--- src/rtl/regfile_pkg.sv ---
// Shared constants for the MMIO register file: default geometry and named register indices.
// Window membership helper used by both the RTL and anything that decodes register indices.
package regfile_pkg;

  localparam int DATA_WIDTH_DEF = 32;
  localparam int ADDR_WIDTH_DEF = 5;
  localparam int IN_BASE_DEF    = 12;
  localparam int OUT_BASE_DEF   = 17;

  // Input-mirror registers (game -> processor)
  localparam int REG_VAR        = 12;
  localparam int REG_CUR_SCORE  = 13;
  localparam int REG_RX         = 14;
  localparam int REG_RY         = 15;

  // Output registers (processor -> game/VGA)
  localparam int REG_NEXT_SCORE = 17;
  localparam int REG_OFFSET_X   = 18;
  localparam int REG_OFFSET_Y   = 19;

  function automatic logic in_window(input int idx, input int base, input int num);
    return (idx >= base) && (idx < base + num);
  endfunction

endpackage

--- src/rtl/regfile_out_chan.sv ---
// One output channel's handshake state: valid raised by a processor write, cleared by accept.
// Overrun is sticky until reset; an accept coinciding with a new write keeps valid without overrun.
module regfile_out_chan (
  input  logic clock,
  input  logic ctrl_reset_n,
  input  logic wr_hit_i,
  input  logic rdy_i,
  output logic vld_o,
  output logic ovr_o
);

  logic vld_q, vld_d;
  logic ovr_q, ovr_d;

  always_comb begin
    vld_d = vld_q;
    ovr_d = ovr_q;
    if (wr_hit_i) begin
      vld_d = 1'b1;
      // Previous value was never consumed: it has been overwritten.
      if (vld_q && !rdy_i) ovr_d = 1'b1;
    end else if (vld_q && rdy_i) begin
      vld_d = 1'b0;
    end
  end

  always_ff @(posedge clock or negedge ctrl_reset_n) begin
    if (!ctrl_reset_n) begin
      vld_q <= 1'b0;
      ovr_q <= 1'b0;
    end else begin
      vld_q <= vld_d;
      ovr_q <= ovr_d;
    end
  end

  assign vld_o = vld_q;
  assign ovr_o = ovr_q;

endmodule

--- src/rtl/regfile_mmio.sv ---
// 2R/1W register file with a sampled input-mirror window and valid/ready output window; reads combinational, writes land next edge.
// REGFILE_BYPASS_EN: when defined, a same-cycle write to a readable GP/output index is forwarded to the read ports.
module regfile_mmio
  import regfile_pkg::*;
#(
  parameter int DATA_WIDTH = DATA_WIDTH_DEF,
  parameter int ADDR_WIDTH = ADDR_WIDTH_DEF,
  parameter int NUM_IN     = 4,
  parameter int IN_BASE    = IN_BASE_DEF,
  parameter int IN_WIDTH   = 11,
  parameter int NUM_OUT    = 3,
  parameter int OUT_BASE   = OUT_BASE_DEF,
  parameter int OUT_WIDTH  = 11
) (
  input  logic                          clock,
  input  logic                          ctrl_reset_n,
  input  logic                          ctrl_writeEnable,
  input  logic [ADDR_WIDTH-1:0]         ctrl_writeReg,
  input  logic [DATA_WIDTH-1:0]         data_writeReg,
  input  logic [ADDR_WIDTH-1:0]         ctrl_readRegA,
  input  logic [ADDR_WIDTH-1:0]         ctrl_readRegB,
  output logic [DATA_WIDTH-1:0]         data_readRegA,
  output logic [DATA_WIDTH-1:0]         data_readRegB,
  input  logic [NUM_IN*IN_WIDTH-1:0]    in_data,
  input  logic                          in_hold,
  output logic [NUM_OUT*OUT_WIDTH-1:0]  out_data,
  output logic [NUM_OUT-1:0]            out_valid,
  input  logic [NUM_OUT-1:0]            out_ready,
  output logic [NUM_OUT-1:0]            out_overrun
);

  localparam int NUM_REGS = 2 ** ADDR_WIDTH;

  if ((IN_BASE < 1) || (OUT_BASE < 1) ||
      (IN_BASE + NUM_IN > NUM_REGS) || (OUT_BASE + NUM_OUT > NUM_REGS) ||
      !((IN_BASE + NUM_IN <= OUT_BASE) || (OUT_BASE + NUM_OUT <= IN_BASE)) ||
      (IN_WIDTH > DATA_WIDTH) || (OUT_WIDTH > DATA_WIDTH)) begin : g_bad_map
    $error("regfile_mmio: mirror/output windows overlap, include r0, exceed the file, or are too wide");
  end

  logic [DATA_WIDTH-1:0] regs_q [NUM_REGS];
  logic [DATA_WIDTH-1:0] regs_d [NUM_REGS];
  logic                  wr_gp;

  // Writes to r0 and to the mirror window never land: the sample always wins there.
  assign wr_gp = ctrl_writeEnable && (ctrl_writeReg != '0) &&
                 !in_window(int'(ctrl_writeReg), IN_BASE, NUM_IN);

  always_comb begin
    regs_d = regs_q;
    if (wr_gp) regs_d[ctrl_writeReg] = data_writeReg;
    if (!in_hold) begin
      for (int k = 0; k < NUM_IN; k++) begin
        regs_d[IN_BASE + k] = DATA_WIDTH'(in_data[k*IN_WIDTH +: IN_WIDTH]);
      end
    end
  end

  always_ff @(posedge clock or negedge ctrl_reset_n) begin
    if (!ctrl_reset_n) begin
      for (int i = 0; i < NUM_REGS; i++) regs_q[i] <= '0;
    end else begin
      regs_q <= regs_d;
    end
  end

  function automatic logic [DATA_WIDTH-1:0] read_port(input logic [ADDR_WIDTH-1:0] idx);
    logic [DATA_WIDTH-1:0] val;
    val = (idx == '0) ? '0 : regs_q[idx];
`ifdef REGFILE_BYPASS_EN
    if (wr_gp && (ctrl_writeReg == idx)) val = data_writeReg;
`endif
    return val;
  endfunction

  always_comb begin
    data_readRegA = read_port(ctrl_readRegA);
    data_readRegB = read_port(ctrl_readRegB);
  end

  for (genvar k = 0; k < NUM_OUT; k++) begin : g_out
    logic wr_hit;

    assign wr_hit = ctrl_writeEnable && (ctrl_writeReg == ADDR_WIDTH'(OUT_BASE + k));

    regfile_out_chan u_chan (
      .clock        (clock),
      .ctrl_reset_n (ctrl_reset_n),
      .wr_hit_i     (wr_hit),
      .rdy_i        (out_ready[k]),
      .vld_o        (out_valid[k]),
      .ovr_o        (out_overrun[k])
    );

    assign out_data[k*OUT_WIDTH +: OUT_WIDTH] = regs_q[OUT_BASE + k][OUT_WIDTH-1:0];
  end

endmodule

--- config.mk ---
export PLATFORM = sky130hd
export DESIGN_NAME = regfile_mmio
export DESIGN_NICKNAME = d
export VERILOG_FILES = /design/src/rtl/regfile_pkg.sv /design/src/rtl/regfile_out_chan.sv /design/src/rtl/regfile_mmio.sv
export SDC_FILE = /design/constraint.sdc
export NUM_CORES = 2
export LEC_CHECK = 0
export BUFFER_PORTS_ARGS = -buffer_cell sky130_fd_sc_hd__buf_4
export CORE_ASPECT_RATIO = 0.9
export CORE_MARGIN = 4
export CORE_UTILIZATION = 55
export CTS_BUF_LIST = sky130_fd_sc_hd__clkbuf_16
export CTS_CLUSTER_DIAMETER = 120
export DETAILED_ROUTE_END_ITERATION = 6
export PLACE_DENSITY = 0.83
export SLEW_MARGIN = 20
export SYNTH_ARGS = -nofsm -noshare
export SYNTH_HDL_FRONTEND = slang
export SYNTH_SLANG_ARGS = --single-unit
--- constraint.sdc ---
create_clock -name clock -period 1.9 [get_ports clock]
set_input_delay 0.19 -clock clock [delete_from_list [all_inputs] [get_ports clock]]
set_output_delay 0.19 -clock clock [all_outputs]
set_load 0.01 [all_outputs]
# After elaboration in Yosys (flattened, before gate mapping)
# Cells that the tools add are included.
[totals]
reg_bits = 1030
input_bits = 98
output_inout_bits = 103
wordCells = 96
[classes]
n_lt_le_gt_ge = 6
eq_ne = 4
muxes = 19
bitwise = 3
reduce_logical = 26
[op_table]
columns = ["op", "count"]
rows = [
  ["$bwmux W1024", 1],
  ["$mux W640", 1],
  ["$bmux W32 S5", 2],
  ["$mux W32", 7],
  ["$demux W32 S5", 1],
  ["$mux W128", 1],
  ["$ge A6 B6 Y1 const B", 3],
  ["$not A5 Y6", 3],
  ["$eq A5 B5 Y1 const B", 3],
  ["$logic_and A1 B1 Y1", 13],
  ["$logic_not A5 Y1", 2],
  ["$lt A6 B1 Y1 const B", 1],
  ["$mux W1", 6],
  ["$reduce_and A2 Y1", 3],
  ["$reduce_bool A2 Y1", 3],
  ["$ge A5 B4 Y1 const B", 1],
  ["$lt A5 B5 Y1 const B", 1],
  ["$reduce_bool A5 Y1", 1],
  ["$logic_not A1 Y1", 4],
  ["$ne A2 B1 Y1 const B", 1],
]

# Logic depth before layout (Yosys ltp)
[logic_depth]
depth_word = 8
mapped_depth = 7
depth_no_buf = 4

# Modules after synthesis
# A second synthesis with hierarchy kept.
[hier_totals]
cells_unflattened = 3637
area_unflattened_um2 = 54323.4
[by_module_without_submodules]
columns = ["module", "instances", "cells_per_inst", "area_each_um2", "seq_area_each_um2"]
rows = [
  ["regfile_mmio", 1, 3622, 54113.1, 25624.6],
  ["regfile_out_chan", 3, 5, 70.1, 50.0],
]

# Least setup slack after synthesis
# No wires, ideal clock.
[synth_path]
kind = "in2out"
startpoint = "input port ctrl_readRegA[0]"
endpoint = "output port data_readRegA[29]"
arrival_ns = 1.558
path_slack_ns = 0.152
cell_stages = 7
n_path_buf = 3
cell_sequence = "buf_4 -> buf_8 -> and2b_4 -> buf_4 -> a221oi_2 -> o21ai_0 -> a311oi_1"
[synth_between]
elab_chain_cells = 5
[synth_rtl]
columns = ["element", "line", "source"]
rows = [
  ["start: declaration", "regfile_mmio.sv:20", "input logic [ADDR_WIDTH-1:0] ctrl_readRegA,"],
  ["$not A5 Y6 (implied by the code)", "regfile_mmio.sv:69", "val = (idx == '0) ? '0 : regs_q[idx];"],
  ["$bmux W32 S5", "regfile_mmio.sv:69", ""],
  ["$mux W32 (implied by the code) (2 in series)", "regfile_mmio.sv:69", ""],
  ["$mux W32 *", "regfile_mmio.sv:69", ""],
  ["end: declaration", "regfile_mmio.sv:22", "output logic [DATA_WIDTH-1:0] data_readRegA,"],
]
# Mark *: on every way between the ends. The rest lies on a longest branch, timed or not. The select of a mux whose other input is x is not followed.

# Worst setup path in the final report
[layout_path]
startpoint = "register regs_q[289] (netlist bit)"
endpoint = "output port data_readRegA[1]"
[layout_between]
elab_chain_cells = 4
[layout_rtl]
columns = ["element", "line", "source"]
rows = [
  ["start: declaration", "regfile_mmio.sv:41", "logic [DATA_WIDTH-1:0] regs_q [NUM_REGS];"],
  ["start signal: assignment", "regfile_mmio.sv:63", "regs_q <= regs_d;"],
  ["$bmux W32 S5", "regfile_mmio.sv:69", ""],
  ["$mux W32 (implied by the code) (2 in series)", "regfile_mmio.sv:69", ""],
  ["$mux W32", "regfile_mmio.sv:69", ""],
]
# No other way between the ends. The select of a mux whose other input is x is not followed.

==> impl_metrics.json <==
{
  "drtIter0Drc": 5092,
  "final_net_count": 4204,
  "unrepaired_setup_endpoints_after_global_routing": "yes",
  "sequential_cell_area_sq_mm": 0.0258,
  "filler_cell_count": 6066,
  "post_dp_cell_area_sq_mm": 0.0608,
  "clk_pin_slew_worst_paths_ns": 0.06,
  "status": "complete, but fails checks",
  "worst_hold_slack_ns": 0.0323,
  "async_flop_share": 1.00,
  "detail_route.wirelength_microns": 184000,
  "yosys.area_share.simple": 0.0269,
  "worstSetupStartpointType": "register",
  "design.die.area_sq_mm": 0.105,
  "worst_ir_drop_vdd_uv": 1140,
  "ys_dominant_reg_cell": "sky130_fd_sc_hd__dfrtp_1",
  "totalPowerFinal_mw": 64.7,
  "critical_path_cell_by_cell": "buf_6, mux2i_2, a221oi_4, o21ai_2, a311oi_2, buf_4",
  "timing.final.crit_period_ns": 2.71,
  "first_pass_grt_wire_length_microns": 272000,
  "postSynthNetCount": 3738,
  "critical-path-slowest-cell": "sky130_fd_sc_hd__a311oi_2",
  "p_leak_nw": 29.4,
  "cp_data_arrival_time_ns": 2.52,
  "ys_seq_elements": 1030,
  "worst_hold_startpoint": "data_writeReg[13]",
  "maxSlewViolCount": 0,
  "routed_wire_length_per_instance_microns": 33.3,
  "slew-limit-headroom": 0.344,
  "io_buffers": 200,
  "cts.path.max_buffers": 3,
  "synth.area.top_cells": "sky130_fd_sc_hd__dfrtp_1, sky130_fd_sc_hd__mux2_2, sky130_fd_sc_hd__mux4_2, sky130_fd_sc_hd__mux2i_1, sky130_fd_sc_hd__buf_4",
  "synthesis.instances": 3640,
  "post_route_cells_drive_above_1_share": 0.611,
  "core_area_sq_mm": 0.0986,
  "detailedPlacementHpwl_microns": 120000,
  "detailed_route_drc_error_count": 0,
  "cts.root.buffer_cell": "sky130_fd_sc_hd__clkbuf_16",
  "grt_overflow_total": 0,
  "crit_path_end_kind": "primary output",
  "syn-mean-instance-area_sq_um": 15.1,
  "ys_warn_count": 0,
  "yosysTopAreaCell": "sky130_fd_sc_hd__dfrtp_1",
  "tritoncts_num_sinks": 1030,
  "antenna_found_initial": 9,
  "clock.fmax_mhz": 369,
  "final_min_period_over_clock_period": 1.42,
  "gp_congestion": 0.928,
  "synth_commonest_cells": "sky130_fd_sc_hd__dfrtp_1, sky130_fd_sc_hd__mux2_2, sky130_fd_sc_hd__mux4_2, sky130_fd_sc_hd__clkbuf_1, sky130_fd_sc_hd__mux2i_1",
  "timing.final.setup_violations": 64,
  "area_growth_pct": 22.4,
  "cp.required_ns": 1.71,
  "number_of_global_route_vias_before_repair": 41906,
  "viasPerCell": 7.12,
  "regToRegStartpoint": "out_data[19]",
  "die-height_microns": 308,
  "number_of_vias_in_the_routed_layout": 39347,
  "cp_max_fo": 2,
  "netlist_area_sq_mm": 0.0548,
  "max_slew.worst_pin.slew_ns": 0.985,
  "synth-edff-count": 0,
  "critical_path_class": "reg -> out",
  "post_synth_xor_area_fraction": 0,
  "synth.lib_cells_used.distinct": 48,
  "cts_made_buffers": 105,
  "clock_insertion_delay_worst_skew_ns": 0.67,
  "antenna_left": 0,
  "cts.htree.levels": 3,
  "hold_viol": 0,
  "synth.yosys.seq_area_share": 0.470,
  "finalCoreUtilization": 0.681,
  "multiInputGateArea_sq_mm": 0.0286,
  "yosys.area.top_type_share": 0.470,
  "cap_viol_max_count": 0,
  "power_density_mw_per_mm2": 963,
  "io_pins": 201,
  "hold_path.class": "in -> reg",
  "die_width_microns": 341,
  "grt_max_degree": 105,
  "clock_skew_ns": 0.000144,
  "tritoncts": "done",
  "worst_setup_path_startpoint": "regs_q[289]",
  "muxShareOfSynthArea": 0.407,
  "row_count": 109,
  "synthAdderAreaFrac": 0,
  "post_synthesis_compound_gate_area_fraction": 0.0487,
  "final.setup.worst_slack_ns": -0.807,
  "crit_path_max_incr_delay_ns": 0.49,
  "detailedPlace.worstSlack_ns": -1.15,
  "grt.total_usage": 0.348,
  "final_area_sq_mm": 0.0671,
  "synth.most_common_cell": "sky130_fd_sc_hd__dfrtp_1",
  "synth_top_family_by_area": "multiplexers",
  "failed_checks": "setup timing",
  "drt_pass1_iterations": 6,
  "initial_core_util": 0.556
}
==> worst paths after layout <==
kind                                          to  slack (ns)  cells after the start
min in group asynchronous            regs_q[434]        0.06                      2
worst min register to register      regs_q[1009]        0.40                      0
worst max register to register      out_data[19]        0.81                      3
max in group asynchronous            regs_q[646]        0.89                      3
worst min-delay path                 regs_q[365]        0.03                      2
worst max-delay path            data_readRegA[1]       -0.81                      6
==> cells by family (layout without fill, tap and decap cells) <==
logic type	after synthesis	count (layout)
buffers and inverters	443	996
other	0	4
and+or+nand+nor	249	249
muxes	1548	1548
DFF	1030	1030
AOI/OAI and AO/OA	370	370
==> metal layers <==
layer / track usage / routed length [microns]
met1: 0.432 / 63600
met2: 0.534 / 84300
met3: 0.119 / 23200
met4: 0.210 / 12900
met5: 0 / 70
==> sequential cells by signal, summed over array words and instances (netlist names) <==
signal              count
g_out.u_chan.vld_o      3
regs_q                991
out_data               33
g_out.u_chan.ovr_o      3
==> placed cells by master (no fill, tap or decap), drive strengths merged, types with 53 or more instances in the layout <==
master / netlist / layout
and2: 88 / 88
dfrtp: 1030 / 1030
mux2i: 128 / 128
o21ai: 110 / 110
a311oi: 64 / 64
clkinv: 0 / 53
mux4: 448 / 448
a211oi: 64 / 64
buf: 278 / 728
mux2: 972 / 972
dlygate4sd3: 0 / 71
a22oi: 64 / 64
nor2b: 69 / 69
clkbuf: 162 / 107
==> critical path, delay by kind of cell (launching register included) <==
kind                   cells  cell delay [ns]
buffers and inverters      2             0.32
AO/OA/AOI/OAI              3             1.07
flip-flops                 1             0.37
multiplexers               1             0.08
==> area by class of cell <==
| class | count | share of cell area |
|---|---|---|
| antenna | 4 | 0.000149 |
| timing repair buffer | 799 | 0.116 |
| tap | 1332 | 0.0248 |
| clock inverter | 87 | 0.00973 |
| multi-input combinational | 2167 | 0.426 |
| inverter | 3 | 0.000205 |
| clock buffer | 107 | 0.0399 |
| sequential | 1030 | 0.384 |
==> through the flow <==
step | TNS (ns) | cells
2_1_floorplan | 0 | 3640
3_3_place_gp | -32.96 | 5234
3_5_place_dp | -33.74 | 5234
4_1_cts | -41.39 | 5512
5_1_grt | -44.37 | 5527
6_report | -41.95 | 5529
==> power breakdown <==
group / internal, mW / total (mW) / leakage, nW / switching [mW]
logic: 8.81 / 15.4 / 14.4 / 6.58
registers: 25.6 / 28.8 / 13.3 / 3.10
clock network: 11.4 / 20.5 / 1.71 / 9.09
total: 45.9 / 64.7 / 29.4 / 18.8
==> repair_timing <==
item                                   4_1_cts  5_1_grt
buffers inserted                            21       13
gates resized for setup                    357       65
endpoints found under the hold margin     1112        0
hold buffers                                71        0
setup endpoints to repair                   64       64
pin swaps                                   78       57
(Power assumes the default switching activity.)
